[src/rtl/ps2_receiver.sv]
// PS/2 keyboard-to-host receiver: synchronises and filters the pins, deframes
// 11-bit frames with odd parity, and hands good bytes out on a valid/ready register.
module ps2_receiver #(
  parameter int unsigned FILTER_CYCLES  = 8,
  parameter int unsigned TIMEOUT_CYCLES = 27000
) (
  input  logic       clk,
  input  logic       reset_low,
  input  logic       ps2_clk,
  input  logic       ps2_data,
  output logic       scan_code_valid,
  input  logic       scan_code_ready,
  output logic [7:0] scan_code_byte,
  output logic       frame_error,
  output logic       overrun,
  output logic       busy
);

  localparam int unsigned FW = (FILTER_CYCLES < 2) ? 1 : $clog2(FILTER_CYCLES);
  localparam int unsigned TW = $clog2(TIMEOUT_CYCLES + 1);
  localparam logic [FW-1:0] FILT_LAST = FW'(FILTER_CYCLES - 1);
  localparam logic [TW-1:0] TMO_LAST  = TW'(TIMEOUT_CYCLES - 1);

  typedef enum logic [1:0] {S_IDLE, S_DATA, S_PARITY, S_STOP} state_t;

  logic [1:0]    rst_pipe;
  logic          rst_n;
  logic [1:0]    clk_sync, data_sync;
  logic [FW-1:0] clk_fcnt, data_fcnt;
  logic          clk_filt, data_filt, clk_filt_d;
  logic          sample;
  logic          accept;
  state_t        state;
  logic [2:0]    bit_cnt;
  logic [7:0]    shift;
  logic          par_bit;
  logic [TW-1:0] tcnt;

  // Reset asserts asynchronously but releases on a clock edge
  always_ff @(posedge clk or negedge reset_low) begin
    if (!reset_low) rst_pipe <= '0;
    else            rst_pipe <= {rst_pipe[0], 1'b1};
  end
  assign rst_n = rst_pipe[1];

  always_ff @(posedge clk or negedge rst_n) begin
    if (!rst_n) begin
      clk_sync  <= '1;
      data_sync <= '1;
    end else begin
      clk_sync  <= {clk_sync[0], ps2_clk};
      data_sync <= {data_sync[0], ps2_data};
    end
  end

  // Filtered level follows only after FILTER_CYCLES consecutive differing samples
  always_ff @(posedge clk or negedge rst_n) begin
    if (!rst_n) begin
      clk_filt   <= 1'b1;
      data_filt  <= 1'b1;
      clk_fcnt   <= '0;
      data_fcnt  <= '0;
      clk_filt_d <= 1'b1;
    end else begin
      clk_filt_d <= clk_filt;
      if (clk_sync[1] == clk_filt) begin
        clk_fcnt <= '0;
      end else if (clk_fcnt == FILT_LAST) begin
        clk_filt <= clk_sync[1];
        clk_fcnt <= '0;
      end else begin
        clk_fcnt <= clk_fcnt + 1'b1;
      end
      if (data_sync[1] == data_filt) begin
        data_fcnt <= '0;
      end else if (data_fcnt == FILT_LAST) begin
        data_filt <= data_sync[1];
        data_fcnt <= '0;
      end else begin
        data_fcnt <= data_fcnt + 1'b1;
      end
    end
  end

  assign sample = clk_filt_d & ~clk_filt;
  assign accept = scan_code_valid & scan_code_ready;

  always_ff @(posedge clk or negedge rst_n) begin
    if (!rst_n) begin
      state           <= S_IDLE;
      busy            <= 1'b0;
      bit_cnt         <= '0;
      shift           <= '0;
      par_bit         <= 1'b0;
      tcnt            <= '0;
      scan_code_valid <= 1'b0;
      scan_code_byte  <= '0;
      frame_error     <= 1'b0;
      overrun         <= 1'b0;
    end else begin
      frame_error <= 1'b0;
      overrun     <= 1'b0;
      if (accept) scan_code_valid <= 1'b0;

      if (sample) begin
        // tcnt holds cycles elapsed since the most recent sample event
        tcnt <= TW'(1);
        case (state)
          S_IDLE: begin
            if (!data_filt) begin
              state   <= S_DATA;
              busy    <= 1'b1;
              bit_cnt <= '0;
            end
          end
          S_DATA: begin
            shift   <= {data_filt, shift[7:1]};
            bit_cnt <= bit_cnt + 1'b1;
            if (bit_cnt == 3'd7) state <= S_PARITY;
          end
          S_PARITY: begin
            par_bit <= data_filt;
            state   <= S_STOP;
          end
          S_STOP: begin
            state <= S_IDLE;
            busy  <= 1'b0;
            if (!(^{shift, par_bit}) || !data_filt) begin
              frame_error <= 1'b1;
            end else if (!scan_code_valid || accept) begin
              scan_code_byte  <= shift;
              scan_code_valid <= 1'b1;
            end else begin
              overrun <= 1'b1;
            end
          end
          default: begin
            state <= S_IDLE;
            busy  <= 1'b0;
          end
        endcase
      end else if (state == S_IDLE) begin
        tcnt <= '0;
      end else if (tcnt == TMO_LAST) begin
        state       <= S_IDLE;
        busy        <= 1'b0;
        frame_error <= 1'b1;
        tcnt        <= '0;
      end else begin
        tcnt <= tcnt + 1'b1;
      end
    end
  end

endmodule
[config.mk]
export PLATFORM = sky130hd
export DESIGN_NAME = ps2_receiver
export DESIGN_NICKNAME = d
export VERILOG_FILES = /design/src/rtl/ps2_receiver.sv
export SDC_FILE = /design/constraint.sdc
export NUM_CORES = 1
export LEC_CHECK = 0
export ABC_AREA = 1
export CORE_UTILIZATION = 30
export CTS_CLUSTER_SIZE = 40
export DETAILED_ROUTE_END_ITERATION = 10
export PLACE_DENSITY = 0.48
export SYNTH_ARGS = -nofsm -noshare
export SYNTH_HDL_FRONTEND = slang
export SYNTH_SLANG_ARGS = --single-unit
[constraint.sdc]
create_clock -name clk -period 2.6 [get_ports clk]
set_input_delay 0.39 -clock clk [delete_from_list [all_inputs] [get_ports clk]]
set_output_delay 0.39 -clock clk [all_outputs]
set_load 0.1 [all_outputs]
## Word-level counts from Yosys, hierarchy flattened

Index checks and enable logic that the tools add are counted.

| word-level totals | value |
|---|---|
| flip-flop bits (word level) | 56 |
| input port bits | 5 |
| output and inout port bits | 12 |
| word-level logic and storage cells | 92 |

| cells by class | value |
|---|---|
| $add $sub $neg | 4 |
| eq/ne operators | 13 |
| mux-type cells | 34 |
| bitwise logic cells | 6 |
| reduce and logical (&&, ||, !) cells | 17 |

Operators with widths:

| operator | count |
|---|---|
| $mux W15 | 3 |
| $mux W1 | 18 |
| $add A15 B1 Y15 const B | 1 |
| $eq A15 B15 Y1 const B | 1 |
| $mux W3 | 5 |
| $reduce_and A4 Y1 | 3 |
| $mux W2 | 5 |
| $add A3 B1 Y3 const B | 3 |
| $eq A3 B3 Y1 const B | 3 |
| $reduce_xor A9 Y1 | 1 |
| $pmux W2 S4 | 1 |
| $reduce_and A2 Y1 | 4 |
| $pmux W3 S2 | 1 |
| $eq A2 B2 Y1 const B | 2 |
| $ne A2 B2 Y1 const B | 2 |
| $not A1 Y1 | 4 |
| $reduce_bool A2 Y1 | 2 |
| $logic_not A1 Y1 | 3 |
| $ne A3 B1 Y1 const B | 1 |
| $ne A3 B3 Y1 const B | 1 |
| $reduce_and A3 Y1 | 1 |
| $and A1 B1 Y1 | 2 |
| $eq A1 B1 Y1 | 2 |
| $eq A2 B1 Y1 const B | 1 |
| other kinds (3) | 4 |

## Depth between registers and ports, before layout

| logic depth | value |
|---|---|
| depth after elaboration | 6 |
| gate-level depth with buffers | 12 |
| depth with buffers taken out | 12 |

## Worst setup path before layout

No wires, ideal clock.

| timing path | value |
|---|---|
| path kind | flip-flop to flip-flop |
| from | register scan_code_valid |
| to | register scan_code_byte[0] |
| library setup time | 0.122 ns |
| arrival time | 1.517 ns |
| data required time | 2.478 ns |
| setup slack | 0.960 ns |
| stages on the path, launching flop included | 5 |
| period minus slack after synthesis | 1.640 ns |
| path through | dfrtp_1 > nand2_1 > clkbuf_1 > nand4_1 > nand2_1 |

| between the ends | value |
|---|---|
| longest elaborated chain between the ends | 3 |

Ends and longest elaborated chain:

| what | line | RTL |
|---|---|---|
| start, declared | 11 | `output logic scan_code_valid,` |
| start signal, assigned | 96 | `scan_code_valid <= 1'b0;` |
| start signal, assigned | 103 | `if (accept) scan_code_valid <= 1'b0;` |
| start signal, assigned | 132 | `scan_code_valid <= 1'b1;` |
| $and A1 B1 Y1 / $logic_not A1 Y1 (equally long branches) | 86, 130 |  |
| $logic_or A1 B1 Y1 * | 130 | `end else if (!scan_code_valid \|\| accept) begin` |
| $reduce_and A4 Y1 (no source line) * | - |  |
| end signal, assigned | 131 | `scan_code_byte <= shift;` |
| end, declared | 13 | `output logic [7:0] scan_code_byte,` |

Every way passes the cells marked *; elsewhere a longest branch is shown, timed or not.
A chain may end at the register's enable or synchronous reset.

## Worst setup path in the final report

| timing path | value |
|---|---|
| from | register tcnt[0] |
| to | register tcnt[11] |

| between the ends | value |
|---|---|
| longest elaborated chain between the ends | 4 |

Ends and longest elaborated chain:

| what | line | RTL |
|---|---|---|
| start, declared | 37 | `logic [TW-1:0] tcnt;` |
| start signal, assigned | 150 | `tcnt <= tcnt + 1'b1;` |
| $add A15 B1 Y15 / $eq A15 B15 Y1 (equally long branches) | 150, 144 |  |
| $mux W15 * | 144 | `end else if (tcnt == TMO_LAST) begin` |
| $mux W15 * | 142 | `end else if (state == S_IDLE) begin` |
| $mux W15 * | 105 | `if (sample) begin` |

Marked as above.

==> flow_summary_export.csv <==
group,metric,value,unit
floorplanning,io_pins,17,
clock_tree,cts_setup_buffers,0,
setup_path,r2r-end,"tcnt[11]",
power,switchingPower,628,µW
finish,nets,325,
placed_design,dp_slack,0.810,ns
clock_tree,clkLatencyLatePin,0.31,ns
floorplanning,initial_utilization,0.312,
yosys,synthArstFlopShare,1.00,
setup_path,path_class,"register to register",
routing,top_layer,"met4",
sta,whs,0.232,ns
routing,num_vias,1892,
setup_path,crit_start,"tcnt[0]",
setup_path,critPathArrivalTime,2.01,ns
yosys,synthAdderAreaFrac,0.0534,
sta,max_freq,0.568,GHz
yosys,postSynthAreaPerCell,9.01,µm²
clock_tree,cts.sinks,56,
grt,grt_overflow_total,0,
grt,grt_pass1_vias,1789,
placed_design,gp_congestion,0.784,
power,clkPwrFrac,0.297,
finish,layout-drive-gt1-share,0.165,
yosys,synth_ff_type,"dfrtp_1",
power,switching_share,0.302,
yosys,netlist_area,2580,µm²
finish,fin_util,0.361,
finish,antenna_cells,0,
clock_tree,cts_tree,"done",
yosys,synth_compound_area_frac,0.0801,
routing,route.met2.wl,2.31,mm
sta,finalMaxSlewViolations,0,
clock_tree,cts-htree-levels,2,
setup_path,cp_max_fo,11,
routing,drc,0,
yosys,synth.distinct_cells,30,
yosys,synth_xor_area_frac,0.0136,
setup_path,crit_end,"tcnt[11]",
grt,grt_pass1_wl,8.29,mm
yosys,synth_seq_cells,56,
grt,antenna_found_initial,0,
routing,via_per_inst,4.56,
routing,routed_wl,4.89,mm
power,p_leak,1.40,nW
clock_tree,root_buffer,"clkbuf_8",
finish,fin_cells,415,
sta,fin_ws,0.839,ns
grt,grt_max_degree,24,
power,p_int,1.45,mW
setup_path,r2r-start,"tcnt[0]",
finish,area_growth,15.6,%
sta,setup_viol,0,
setup_path,startpoint_type,"register",
min_path,hold_path_class,"primary input to async pin",
yosys,synth-edff-count,0,
yosys,ys_seq_area_frac,0.547,
routing,detail-route-antenna-nets,0,
clock_tree,ctsLongestPathBuffers,2,
power,seqPwrFrac,0.499,
placed_design,placed_cells,407,
yosys,synth_top_family_by_area,"simple AND/OR/NAND/NOR gates",
yosys,synth.yosys.warnings,0,
yosys,synth-simple-area-share,0.247,
routing,wl_met3,117,µm
clock_tree,cts_hold_repair.buffers,0,
power,pwr-share-comb,0.204,
setup_path,r2r_slack,0.84,ns
placed_design,io_buffers,16,
yosys,synth_top_area_frac,0.476,
sta,rsz0062_at_grt,"no",
status,status,"finished clean",
floorplanning,die_h,94.7,µm
floorplanning,die_w,94.7,µm
yosys,muxShareOfSynthArea,0,
clock_tree,cts_buffers,5,
sta,post-route-min-period,1.76,ns
sta,period_share,0.677,
setup_path,crit_required,2.84,ns
clock_tree,post_cts_resize_count,0,
yosys,yosys-top-cells-count,"nand2_1, dfrtp_1, inv_1, nor2_1, o21ai_0",
routing,dr.pass1.iters,4,
grt,gr-usage-all-layers,0.120,
clock_tree,clk_pin_slew,0.10,ns
yosys,yosys.area.top_type,"dfrtp_1",
setup_path,reg2reg_depth,8,
floorplanning,die_area,8960,µm²
routing,met1_length,2.42,mm
yosys,synthCells,286,
routing,drt_iter0_drc,89,
yosys,syn_nets,302,
yosys,yosysMostFrequentCell,"nand2_1",
floorplanning,core_area,8260,µm²
yosys,synth_area_leaders,"dfrtp_1, nand2_1, dfstp_2, ha_1, inv_1",
sta,finClkSkew,0.0131,ns
run,maxCapViolCount,0,
floorplanning,core.rowCount,33,
placed_design,dp_hpwl,3.62,mm
power,ir_drop,0.480,mV
routing,wl_per_cell,11.8,µm
sta,hold_viol_final,0,
setup_path,cp-end-kind,"register",
power,powerDensity,697,nW/µm²
sta,worst_pin_slew,0.511,ns
sta,final.setup.tns,0,ns
sta,max_slew_margin,0.659,
-- cell families after synthesis --
family | after synthesis
simple gates | 139
flops | 56
buf+inv | 39
compound gates | 36
fa+ha+maj | 11
xor+xnor | 4
other cells | 1
-- layer usage --
layer,vias to the layer above,GRT usage
met5,-,0
met4,0,0.0379
met3,4,0.0266
met2,16,0.195
met1,904,0.158
li1,968,-
-- cell usage in the layout, fill, tap and decap left out, types with 3 or more instances in the layout --
cell / Yosys / final
dfstp_2: 7 / 7
o21ai_0: 17 / 17
nor2_2: 4 / 4
buf_4: 0 / 16
clkbuf_8: 0 / 7
a21oi_1: 9 / 9
nand4_1: 11 / 11
nor3b_1: 3 / 3
nor2_1: 20 / 20
nand2_1: 78 / 78
inv_2: 4 / 4
inv_1: 31 / 31
nand3_1: 6 / 6
nand2_2: 6 / 6
dfrtp_1: 49 / 48
ha_1: 11 / 11
clkdlybuf4s50_1: 0 / 4
nor3_1: 7 / 7
-- power groups by stage --
stage | Clock (mW) | Combinational [mW] | Sequential [mW]
2_1_floorplan | 0 | 0.274 | 1.10
3_5_place_dp | 0 | 0.430 | 1.06
5_1_grt | 0.679 | 0.483 | 1.05
6_report | 0.616 | 0.423 | 1.04
3_3_place_gp | 0 | 0.431 | 1.05
4_1_cts | 0.645 | 0.433 | 1.04
-- flip-flops by register name (all words and copies together), names as in the netlist, 2 cells and up --
signal          cells
shift               8
scan_code_byte      8
data_sync           2
state               2
data_fcnt           3
rst_pipe            2
clk_sync            2
bit_cnt             3
clk_fcnt            3
tcnt               15
-- layout make-up --
class	instances	area, µm²
Inverter	35	131
Clock buffer	7	96.3
Tap cell	105	131
Multi-Input combinational cell	191	1020
Sequential cell	56	1410
Clock inverter	1	30.0
Timing Repair Buffer	20	160
Fill cell	862	5280
-- worst max-delay path, cell delays in order, from the launching register on --
cell and delay, ns:
dfrtp_1 0.41, ha_1 0.22, nand2_1 0.09, inv_1 0.07, nand3_1 0.15, nand3_1 0.35, inv_1 0.23, o21ai_1 0.09
a21oi_1 0.10
-- how the worst min path moves through the flow --
stage / start / to / slack [ns] / depth (start not counted)
CTS: reset_low / rst_pipe[0] / 0.22 / 1
detailed placement: rst_pipe[1] / tcnt[9] / 0.27 / 0
global route: reset_low / rst_pipe[0] / 0.22 / 1
global placement: rst_pipe[1] / tcnt[11] / 0.28 / 0
finish: reset_low / rst_pipe[0] / 0.23 / 1
floorplan: reset_low / rst_pipe[0] / 0.09 / 0
-- per-stage QoR --
stage / total power, mW / area [µm²]
after floorplan: 1.38 / 2580
after global placement: 1.48 / 2850
after detailed placement: 1.49 / 2850
after CTS: 2.12 / 2980
after global routing: 2.21 / 2980
final: 2.08 / 2980
(Power assumes the default switching activity.)
